[config.mk]
export PLATFORM = sky130hd
export DESIGN_NAME = rtc_cnt_cdc_sync
export DESIGN_NICKNAME = d
export VERILOG_FILES = /design/src/rtl/rtc_pkg.sv /design/src/rtl/rtc_sync_cell.sv /design/src/rtl/rtc_cnt_cdc_sync.sv
export SDC_FILE = /design/constraint.sdc
export NUM_CORES = 1
export LEC_CHECK = 0
export CAP_MARGIN = 10
export CORE_ASPECT_RATIO = 0.5
export CORE_MARGIN = 3
export CORE_UTILIZATION = 42
export CTS_CLUSTER_DIAMETER = 30
export DETAILED_ROUTE_END_ITERATION = 10
export GPL_TIMING_DRIVEN = 0
export MAX_ROUTING_LAYER = met4
export PLACE_DENSITY = 0.8
export SLEW_MARGIN = 20
export SYNTH_ARGS = -nofsm -noshare
export SYNTH_HDL_FRONTEND = slang
export SYNTH_HIERARCHICAL = 1
export SYNTH_SLANG_ARGS = --single-unit
[constraint.sdc]
create_clock -name pclk -period 2.3 [get_ports pclk]
set_clock_uncertainty 0.1 [all_clocks]
set_input_delay 0.345 -clock pclk [delete_from_list [all_inputs] [get_ports pclk]]
set_output_delay 0.345 -clock pclk [all_outputs]
set_load 0.05 [all_outputs]
[src/rtl/rtc_pkg.sv]
// Shared constants and Gray-code helper for the RTC counter synchroniser.
// Pure declarations; no logic, no latency.
package rtc_pkg;

    localparam int MODE_TOGGLE   = 0;
    localparam int MODE_GRAY     = 1;
    localparam int CNT_WIDTH_DEF = 32;
    localparam int CNT_WIDTH_MAX = 64;

    // Bit i of the binary value is the XOR of all Gray bits at or above i.
    function automatic logic [CNT_WIDTH_MAX-1:0] gray2bin(input logic [CNT_WIDTH_MAX-1:0] g);
        logic [CNT_WIDTH_MAX-1:0] b;
        b[CNT_WIDTH_MAX-1] = g[CNT_WIDTH_MAX-1];
        for (int i = CNT_WIDTH_MAX - 2; i >= 0; i--) begin
            b[i] = b[i+1] ^ g[i];
        end
        return b;
    endfunction

endpackage

[src/rtl/rtc_sync_cell.sv]
// Multi-flop synchroniser, STAGES deep, WIDTH bits wide, all flops reset to 0.
// Latency STAGES pclk cycles; no flow control.
module rtc_sync_cell #(
    parameter int WIDTH  = 1,
    parameter int STAGES = 2
) (
    input  logic             pclk,
    input  logic             presetn,
    input  logic [WIDTH-1:0] d,
    output logic [WIDTH-1:0] q
);

    logic [WIDTH-1:0] stg [STAGES];

    always_ff @(posedge pclk or negedge presetn) begin
        if (!presetn) begin
            for (int i = 0; i < STAGES; i++) begin
                stg[i] <= '0;
            end
        end else begin
            stg[0] <= d;
            for (int i = 1; i < STAGES; i++) begin
                stg[i] <= stg[i-1];
            end
        end
    end

    assign q = stg[STAGES-1];

endmodule

[src/rtl/rtc_cnt_cdc_sync.sv]
// Brings the always-on RTC counter into pclk via LSB-toggle or Gray capture, with
// update/wrap strobes, snapshot handshake, sticky alarm and step monitor. Latency SYNC_STAGES+1.
module rtc_cnt_cdc_sync
    import rtc_pkg::*;
#(
    parameter int CNT_WIDTH   = CNT_WIDTH_DEF,
    parameter int SYNC_STAGES = 2,
    parameter int MODE        = MODE_TOGGLE
) (
    input  logic                 pclk,
    input  logic                 presetn,
    input  logic [CNT_WIDTH-1:0] aou_cnt,
    input  logic                 snap_req,
    input  logic                 alarm_en,
    input  logic [CNT_WIDTH-1:0] alarm_val,
    input  logic                 alarm_clr,
    input  logic                 err_clr,
    output logic [CNT_WIDTH-1:0] cnt_sync,
    output logic                 cnt_valid,
    output logic                 cnt_upd,
    output logic                 cnt_wrap,
    output logic [CNT_WIDTH-1:0] snap_cnt,
    output logic                 snap_ack,
    output logic                 alarm_hit,
    output logic                 seq_err
);

    logic                 upd;
    logic [CNT_WIDTH-1:0] new_val;
    logic                 alarm_set;
    logic                 seq_set;

    generate
        if (MODE == MODE_GRAY) begin : g_gray
            logic [CNT_WIDTH-1:0]     gray_q;
            logic [CNT_WIDTH_MAX-1:0] gray_ext;
            logic [CNT_WIDTH_MAX-1:0] bin_ext;

            rtc_sync_cell #(.WIDTH(CNT_WIDTH), .STAGES(SYNC_STAGES)) u_sync (
                .pclk    (pclk),
                .presetn (presetn),
                .d       (aou_cnt),
                .q       (gray_q)
            );

            always_comb begin
                gray_ext                = '0;
                gray_ext[CNT_WIDTH-1:0] = gray_q;
                bin_ext                 = gray2bin(gray_ext);
            end

            assign new_val = CNT_WIDTH'(bin_ext);
            assign upd     = (new_val != cnt_sync);
        end else begin : g_toggle
            logic tog_q;
            logic tog_hist;

            rtc_sync_cell #(.WIDTH(1), .STAGES(SYNC_STAGES)) u_sync (
                .pclk    (pclk),
                .presetn (presetn),
                .d       (aou_cnt[0]),
                .q       (tog_q)
            );

            always_ff @(posedge pclk or negedge presetn) begin
                if (!presetn) begin
                    tog_hist <= 1'b0;
                end else begin
                    tog_hist <= tog_q;
                end
            end

            // The bus is quasi-static by the time the LSB edge emerges, so sample it raw.
            assign new_val = aou_cnt;
            assign upd     = tog_q ^ tog_hist;
        end
    endgenerate

    assign alarm_set = upd && alarm_en && (new_val == alarm_val);
    assign seq_set   = (MODE == MODE_GRAY) && upd && cnt_valid &&
                       (new_val != cnt_sync + CNT_WIDTH'(1));

    always_ff @(posedge pclk or negedge presetn) begin
        if (!presetn) begin
            cnt_sync  <= '0;
            cnt_valid <= 1'b0;
            cnt_upd   <= 1'b0;
            cnt_wrap  <= 1'b0;
            snap_cnt  <= '0;
            snap_ack  <= 1'b0;
            alarm_hit <= 1'b0;
            seq_err   <= 1'b0;
        end else begin
            if (upd) begin
                cnt_sync <= new_val;
            end
            cnt_valid <= cnt_valid | upd;
            cnt_upd   <= upd;
            cnt_wrap  <= upd && (&cnt_sync) && (new_val == '0);
            // A snapshot coinciding with an update takes the incoming value.
            if (snap_req) begin
                snap_cnt <= upd ? new_val : cnt_sync;
            end
            snap_ack  <= snap_req;
            alarm_hit <= alarm_set | (alarm_hit & ~alarm_clr);
            seq_err   <= seq_set | (seq_err & ~err_clr);
        end
    end

endmodule

Word-level counts from Yosys, hierarchy flattened
Cells that the tools add are included.
{"block": "totals", "ff_bits": 73, "out_inout_bits": 70}
{"block": "classes", "n_eq_ne": 1, "mux": 1, "bitwise_logic": 7, "reduce_logical": 6}
{"operator": "equality test 32 bit", "n": 1}
{"operator": "logical NOT 32 bit", "n": 1}
{"operator": "two-way mux 32 bit", "n": 1}
{"operator": "AND reduction 32 bit", "n": 1}
{"operator": "logical AND 1 bit", "n": 4}
{"operator": "bitwise AND 1 bit", "n": 2}
{"operator": "inverter 1 bit", "n": 2}
{"operator": "bitwise OR 1 bit", "n": 2}
{"operator": "bitwise XOR 1 bit", "n": 1}

Logic depth before layout (Yosys ltp)
{"block": "depth", "ltp_word": 4, "depth_mapped": 5}

Modules after synthesis
Netlist, hierarchy kept.
{"module": "rtc_cnt_cdc_sync", "n_inst": 1, "cells_per_inst": 213, "area_each_um2": 3118.0}
{"module": "rtc_sync_cell", "n_inst": 1, "cells_per_inst": 2, "area_each_um2": 50.0}

Worst setup path before layout
Ideal clock, no wire load.
{"block": "synth_path", "path_kind": "register -> register", "start": "reg g_toggle.tog_hist", "end": "reg snap_cnt[10]", "arrival_ns": 1.563, "t_required_ns": 2.075, "path_slack_ns": 0.513, "stages_incl_launch_ff": 5, "n_path_buf": 1, "period_less_slack_ns": 1.787, "path_cell_list": "dfrtp_1 xnor2_2 buf_2 mux2_2 mux2_2"}
{"block": "synth_via", "elab_chain_cells": 2}
{"element": "start: declaration", "line_no": "rtc_cnt_cdc_sync.sv:56", "text": "logic tog_hist;"}
{"element": "start signal: assignment", "line_no": "rtc_cnt_cdc_sync.sv:69", "text": "tog_hist <= tog_q;"}
{"element": "bitwise XOR 1 bit", "line_no": "rtc_cnt_cdc_sync.sv:75", "text": "assign upd = tog_q ^ tog_hist;"}
{"element": "two-way mux 32 bit", "line_no": "rtc_cnt_cdc_sync.sv:102", "text": "snap_cnt <= upd ? new_val : cnt_sync;"}
{"element": "end signal: assignment", "line_no": "rtc_cnt_cdc_sync.sv:102"}
{"element": "end: declaration", "line_no": "rtc_cnt_cdc_sync.sv:22", "text": "output logic [CNT_WIDTH-1:0] snap_cnt,"}
Every way passes these cells.
A chain may end at the register's enable or synchronous reset.

Worst setup path after layout
{"block": "layout_path", "start": "reg g_toggle.tog_hist", "end": "reg snap_cnt[8]"}
Same word-level chain as after synthesis.

==> results.py <==
metrics = {
    "status": {
        "status": "completed",
    },
    "final_layout": {
        "n_fill_cell": 492,
        "final_cells": 464,
        "area_delta_synth_final_pct": 59.8,
        "final_util": 0.724,
        "drive_gt1_frac": 0.218,
        "diodes": 0,
        "nets": 437,
    },
    "die": {
        "start_util": 0.453,
        "fp.dieW_um": 129,
        "rows": 21,
        "die_height_um": 67.4,
        "die-area_sq_mm": 0.00868,
        "coreArea_sq_mm": 0.00699,
        "top_level_ports": 140,
    },
    "detailed_routing": {
        "wl_per_cell_um": 19.8,
        "wirelength_um": 9170,
        "first_iter_violations": 59,
        "antenna_left": 0,
        "drcViolationCount": 0,
        "num_vias": 2368,
        "viasPerCell": 5.10,
        "drtPass1Iterations": 4,
    },
    "timing": {
        "setup_ws_ns": 0.227,
        "finalCriticalPeriod_ns": 2.07,
        "finalSetupViolCount": 0,
        "finalCritPeriodShare": 0.901,
        "rsz0062_at_grt": "no",
        "timing.fmax_mhz": 482,
        "relSlewSlack": 0.573,
        "hold_slack_ns": 0.259,
        "hold_viol_final": 0,
        "tightest_slew_ns": 0.641,
        "finalMaxSlewViolations": 0,
    },
    "setup_path": {
        "ff2ff_path_depth": 4,
        "crit_type": "flip-flop to flip-flop",
        "crit_fanout": 10,
        "worstSetupEndpointType": "flip-flop",
        "reg2reg_setup_slack_ns": 0.23,
        "worstPathArrival_ns": 2.19,
        "start_kind": "flip-flop",
        "required_ns": 2.41,
        "r2r_end": "snap_cnt[8]",
        "rr_startpoint": "g_toggle.tog_hist",
    },
    "placed_design": {
        "io_buffers": 139,
        "hpwlAfterDp_um": 7160,
        "placedCellCount": 447,
        "pre_cts_ws_ns": 0.0448,
        "gp_congestion": 0.905,
    },
    "synth": {
        "synth_top_area_share": 0.577,
        "yosys-top-cells-area": "dfrtp_1 58%, mux2_2 21%, xor2_1 8.6%",
        "syn-instance-count": 215,
        "synth-edff-count": 0,
        "synth_common_cells": "73 x dfrtp_1, 60 x mux2_2, 31 x xor2_1",
        "ys_seq_area_frac": 0.577,
        "synth_top_area_cell": "dfrtp_1",
        "ys.flop_type": "dfrtp_1",
        "syn_area_sq_mm": 0.00317,
        "synthArstFlopShare": 1.00,
        "yosysMostFrequentCell": "dfrtp_1",
        "synth-seq-cells": 73,
        "synthesis.nets": 285,
        "synth_cell_types": 22,
        "yosysWarnings": 6,
        "postSynthAreaPerCell_sq_um": 14.7,
    },
    "cts": {
        "htreeDepth": 3,
        "clock_sinks": 73,
        "clock_latency_ns": 0.33,
        "root_buffer": "clkbuf_16",
        "cts_resized": 0,
        "cts_max_path_buffers": 2,
        "cts_buffers": 9,
        "cts_tree": "built",
        "clkTransAtPathRegs_ns": 0.06,
    },
    "worst_hold_path": {
        "hp-start": "g_toggle.u_sync/stg[1]",
        "whs_path_depth": 0,
        "hold_end": "g_toggle.u_sync/q",
        "worstHoldPathType": "flip-flop to flip-flop",
    },
    "grt": {
        "grt_max_degree": 39,
        "grt_pass1_wl_um": 13900,
        "antenna_found_initial": 0,
        "track_usage": 0.223,
        "gr-total-overflow": 0,
        "grt_pass1_vias": 2621,
    },
    "pwr": {
        "power_density_mw_per_mm2": 984,
        "ir_drop_v": 0.000657,
        "power_mw": 4.98,
        "leakage_nw": 2.07,
    },
    "run": {
        "maxCapViolCount": 0,
    },
}
-- power breakdown --
part	internal, mW	switching [mW]
Clock	1.16	0.506
Combinational	0.658	1.03
Sequential	1.49	0.129
Total	3.31	1.67
-- state kept, by name, summed over array words and instances, names as in the netlist --
| register | flops |
|---|---|
| snap_ack | 1 |
| alarm_hit | 1 |
| cnt_upd | 1 |
| g_toggle.u_sync/stg | 1 |
| g_toggle.u_sync/q | 1 |
| seq_err | 1 |
| g_toggle.tog_hist | 1 |
| cnt_sync | 32 |
| cnt_valid | 1 |
| cnt_wrap | 1 |
| snap_cnt | 32 |
-- logic make-up after synthesis --
logic type / synth area share
xor gates and xnor gates: 0.0936
buffers and inverters: 0.0126
muxes: 0.227
and+or+nand+nor: 0.0869
DFF: 0.577
AOI/OAI and AO/OA: 0.00277
-- stage by stage --
step,setup TNS (ns),instance area (sq um)
floorplan,0,3170
finish,0,5060
detailed placement,0,4690
CTS,0,5060
global route,0,5060
global placement,-112.81,4670
-- area by class of cell --
cell class                 count  area [sq um]  share of cell area
sequential                    73          1830               0.361
timing repair buffer         141          1420               0.280
multi-input combinational    133          1300               0.257
clock buffer                  10           229              0.0452
clock inverter                 6           130              0.0257
tap                           92           115              0.0227
buffer                         7          32.5             0.00643
inverter                       2          7.51             0.00148
-- worst max path at each step --
stage,start,endpoint,slack (ns),depth (start not counted)
floorplan,g_toggle.tog_hist,snap_cnt[10],0.51,4
global placement,presetn,cnt_sync[18],-1.55,1
detailed placement,snap_req,snap_cnt[8],0.04,4
CTS,g_toggle.tog_hist,snap_cnt[8],0.22,4
global route,g_toggle.tog_hist,snap_cnt[21],0.13,4
finish,g_toggle.tog_hist,snap_cnt[8],0.23,4
-- cell usage in the layout (no fill, tap or decap), types with 3 or more instances in the layout --
master           netlist  final
bufinv_16              0      4
clkbuf_1               2      3
clkbuf_16              0      9
clkdlybuf4s50_1        0    138
dfrtp_1               73     73
mux2_1                 4      4
mux2_2                60     60
nand4_1                4      4
nor4_1                 9      9
nor4bb_1              14     14
xor2_1                31     31
-- metal layers --
layer,routed length [um],track usage,part of all wire,vias to the layer above
li1,-,-,-,1086
met4,149,0.0720,0.016,0
met1,3980,0.274,0.43,1194
met3,431,0.0569,0.047,15
met5,0,-,0,-
met2,4610,0.368,0.50,73
-- repair_timing --
item / 4_1_cts / 5_1_grt
setup buffers: 0 / 0
hold buffers: 1 / 0
hold endpoints to repair: 35 / 0
-- worst max-delay path: stages (launching register included) --
cell     delay [ns]
dfrtp_1        0.40
xnor2_2        0.43
buf_2          0.36
mux2_2         0.39
mux2_2         0.27
Note: power is estimated with default switching activity, not from simulation.
==> variant 1, RTL diff (same flow settings) <==
The output `cnt_upd` loses its register stage (`cnt_upd` becomes a continuous assignment).
--- a/src/rtl/rtc_cnt_cdc_sync.sv
+++ b/src/rtl/rtc_cnt_cdc_sync.sv
@@ -86,3 +86,2 @@
             cnt_valid <= 1'b0;
-            cnt_upd   <= 1'b0;
             cnt_wrap  <= 1'b0;
@@ -97,3 +96,2 @@
             cnt_valid <= cnt_valid | upd;
-            cnt_upd   <= upd;
             cnt_wrap  <= upd && (&cnt_sync) && (new_val == '0);
@@ -109,2 +107,4 @@
 
+    assign cnt_upd = upd;
+
 endmodule
Function: changed (Yosys sat finds a counterexample within 4 cycles, from zero or initial values and one cycle with presetn low).
==> variant 1 against the unedited design <==
  * Non-clock buffer count increased by 1
  * Routed wire length is 0.94% lower
  * Synthesized area decreased by 0.79%
  * Design area is 1.0% lower
  * Clock power shrank 16%
  * Count of clock-buffer cells in the layout is 1 higher
  * Sequential cell count decreased by 1
  * Setup slack worse by 0.11 ns
  * Maximum frequency fell by 5.0%
  * Final cell count unchanged
  * Power fell by 5.6%
  * Critical path type is now reg2out
  * Critical endpoint is now cnt_upd
  * Largest cell class unchanged
  * Largest power group unchanged
  * Highest routed layer unchanged
==> variant 1: results (changes against the unedited design) <==
| Metric | Value |
|---|---|
| Clock net power | `1.41 mW (-16%)` |
| First-pass GRT wire length | `13800 µm (-0.65%)` |
| Status | `finished, final reports clean` |
| Cell family with most CP delay | `buffers and inverters` |
| Placed Instances | `446 (-0.22%)` |
| Power share of the sequential group | `34.0% (+1.5 points)` |
| DP Area | `4670 µm² (-0.37%)` |
| Sw frac | `35.7% (+2.2 points)` |
| FF-to-FF setup slack | `0.28 ns (+0.05 ns)` |
| Post-synth top cells | `dfrtp_1 (72), mux2_2 (60), xor2_1 (31)` |
| GR Util All Layers | `22.5% (+0.22 points)` |
| Synth Area in Compound Gates | `0.279% (+0.0022 points)` |
| Seq/Total Area, Yosys | `57.3% (-0.34 points)` |
| Worst-case reg-to-reg path depth | `5 (+1)` |
| Drt wl/cell | `19.6 µm (-0.94%)` |
| Leak | `2.04 nW (-1.4%)` |
| Syn_area_per_cell | `14.7 µm² (-0.33%)` |
| Slowest-stage cell, CP | `dlygate4sd2_1` |
| Top post-synthesis cells by area | `dfrtp_1 (57%), mux2_2 (21%), xor2_1 (8.6%)` |
| Vias | `2377 (+0.38%)` |
| DP HPWL | `7050 µm (-1.5%)` |
| Met2 Routed Length | `4620 µm (+0.22%)` |
| Post-synthesis mux area share | `22.9% (+0.18 points)` |
| Met3 wire len | `597 µm (+39%)` |
| Yosys top cell area share | `57.3% (-0.34 points)` |
| M2 GR Usage | `36.9% (+0.061 points)` |
| Worst slack, placed | `-0.0172 ns (-0.0620 ns)` |
| Final RePlAce weighted congestion | `0.921 (+1.7%)` |
[variant 1: cell types whose count changed after synthesis]
cell / before / now
dfrtp_1: 73 / 72
[variant 1: cells by family (layout without fill, tap and decap cells)]
group / Yosys count / count (layout)
flip-flops: 72 / 72
multiplexers: 64 / 64
AND/OR/NAND/NOR: 35 / 35
XOR/XNOR: 33 / 33
buffers and inverters: 9 / 167
AO/OA/AOI/OAI: 1 / 1
[variant 1: area by class of cell]
cell class,instances,area [µm²],share of cell area [%]
Clock buffer,11,253,5.04
Sequential cell,72,1800,36.0
Clock inverter,5,55.1,1.10
Tap cell,92,115,2.30
Buffer,7,32.5,0.649
Inverter,2,7.51,0.150
Multi-Input combinational cell,133,1310,26.2
Timing Repair Buffer,142,1430,28.6
[variant 1: repair_timing]
| item | CTS | global route |
|---|---|---|
| hold buffers | 1 | 0 |
| resized for setup | 2 | 0 |
| endpoints found under the setup margin | 1 | 0 |
| buffers inserted | 1 | 0 |
| hold endpoints to repair | 12 | 0 |
==> variant 2, RTL diff (config.mk and constraints unchanged) <==
Without the edit above. `SYNC_STAGES`: 2 -> 1.
--- a/src/rtl/rtc_cnt_cdc_sync.sv
+++ b/src/rtl/rtc_cnt_cdc_sync.sv
@@ -6,3 +6,3 @@
     parameter int CNT_WIDTH   = CNT_WIDTH_DEF,
-    parameter int SYNC_STAGES = 2,
+    parameter int SYNC_STAGES = 1,
     parameter int MODE        = MODE_TOGGLE
Formal check against the unedited RTL: not equivalent (a bounded check fails within 4 cycles, from zero or initial values and one cycle with presetn low).
==> variant 2 against the unedited design <==
  * Final cell count fell by 0.22%
  * Synthesized cell count decreased by 0.47%
  * Setup slack gained 0.0080 ns
  * Clock power down 10%
  * Design area shrank 1.1%
  * Routed wire length grew 2.8%
  * Non-clock buffer count unchanged
  * Sequential cell count decreased by 1
  * Worst hold slack improved by 0.066 ns
  * Sequential share of layout area fell by 0.10 points
  * Synthesized area shrank 0.79%
  * Die area decreased by 0.73%
  * Global-route usage up 0.97 points
  * Power down 3.7%
==> variant 2: results (changes against the unedited design) <==
| Metric | Value |
|---|---|
| Seq/Total Area, Yosys | `57.3% (-0.34 points)` |
| Worst slew pin tran | `0.671 ns (+0.0297 ns)` |
| P per Cell Area | `958 nW/µm² (-2.6%)` |
| Final RePlAce weighted congestion | `0.925 (+2.2%)` |
| Fmax | `484 MHz (+0.39%)` |
| DP Area | `4670 µm² (-0.37%)` |
| Drt wl/cell | `20.4 µm (+3.0%)` |
| Power share of the clock group | `31.3% (-2.3 points)` |
| Slowest-stage cell, CP | `xnor2_2` |
| Power share of the sequential group | `33.4% (+0.9 points)` |
| RR Startpoint | `g_toggle.tog_hist` |
| Yosys warnings | `6 (unchanged)` |
| GR Util All Layers | `23.3% (+0.97 points)` |
| Multi-input gate area | `1300 µm² (unchanged)` |
| First-pass GRT wire length | `14300 µm (+2.8%)` |
| Die X | `128 µm (-0.38%)` |
| Post-synth top cells | `dfrtp_1 (72), mux2_2 (60), xor2_1 (31)` |
| Ratio of cells with drive above 1 in the final layout | `22.1% (+0.33 points)` |
| Worst hold path type | `in2async` |
| Worst slack, placed | `0.0335 ns (-0.0112 ns)` |
| Post-layout nets | `436 (-0.23%)` |
| Clk Latency, worst-skew pair | `0.34 ns` |
| Inverters | `2 (unchanged)` |
| Net Switching | `1.72 mW (+3.1%)` |
| Post-CTS Hold Fix Bufs | `1 (unchanged)` |
| Syn Nets | `284 (-0.35%)` |
| Final non-clock buffer share | `29.1% (+0.47 points)` |
| Clk slew on worst S/H paths | `0.06 ns (about the same)` |
| Number of fill cells | `476 (-3.3%)` |
| Vias in the first global route | `2578 (-1.6%)` |
| Status | `finished, final reports clean` |
| Initial antenna violation count | `0 (unchanged)` |
| FF-to-FF setup slack | `0.23 ns` |
| Largest net degree at the start of global routing | `58 (+49%)` |
| Vias | `2372 (+0.17%)` |
| Root Buffer | `clkbuf_16` |
| Top post-synthesis cells by area | `dfrtp_1 (57%), mux2_2 (21%), xor2_1 (8.6%)` |
| Initial DRC Count | `103 (+75%)` |
| DP HPWL | `7230 µm (+1.0%)` |
| Max VDD drop | `0.000679 V (+3.3%)` |
| Worst-case reg-to-reg path depth | `4 (unchanged)` |
| Clock Sinks | `72 (-1.4%)` |
| Critical Path Start Type | `flop` |
| Final-layout clock-cell area share | `6.42% (-0.67 points)` |
| Leak | `2.03 nW (-1.8%)` |
| Fraction of area in registers | `36.0% (-0.10 points)` |
| I/O Buffers | `139 (unchanged)` |
| Worst Path Max Fanout | `10 (unchanged)` |
| Reg-to-Reg End | `snap_cnt[17]` |
## variant 2: metal layers
metal	vias to the layer above	part of all wire, %	track usage [%]
met5	-	0	-
met4	0	1.7	8.20
met3	15	3.8	5.29
met2	63	51	37.8
met1	1204	44	29.2
li1	1090	-	-
## variant 2: cell families after synthesis
| kind of cell | count (synthesis) | share of synthesized area [%] |
|---|---|---|
| simple gates | 35 | 8.76 |
| xor+xnor | 33 | 9.43 |
| flops | 72 | 57.3 |
| compound gates | 1 | 0.279 |
| mux | 64 | 22.9 |
| buf+inv | 9 | 1.27 |
## variant 2: through the flow
step / TNS (ns) / util [%] / hold slack, ns / instances
final: 0 / 71.9 / 0.325 / 463
after global routing: 0 / 71.9 / 0.343 / 463
after CTS: 0 / 71.9 / 0.301 / 463
after floorplan: 0 / - / -0.0506 / 214
after global placement: -108.55 / 66.8 / 0.314 / 445
after detailed placement: 0 / 67.1 / 0.120 / 446
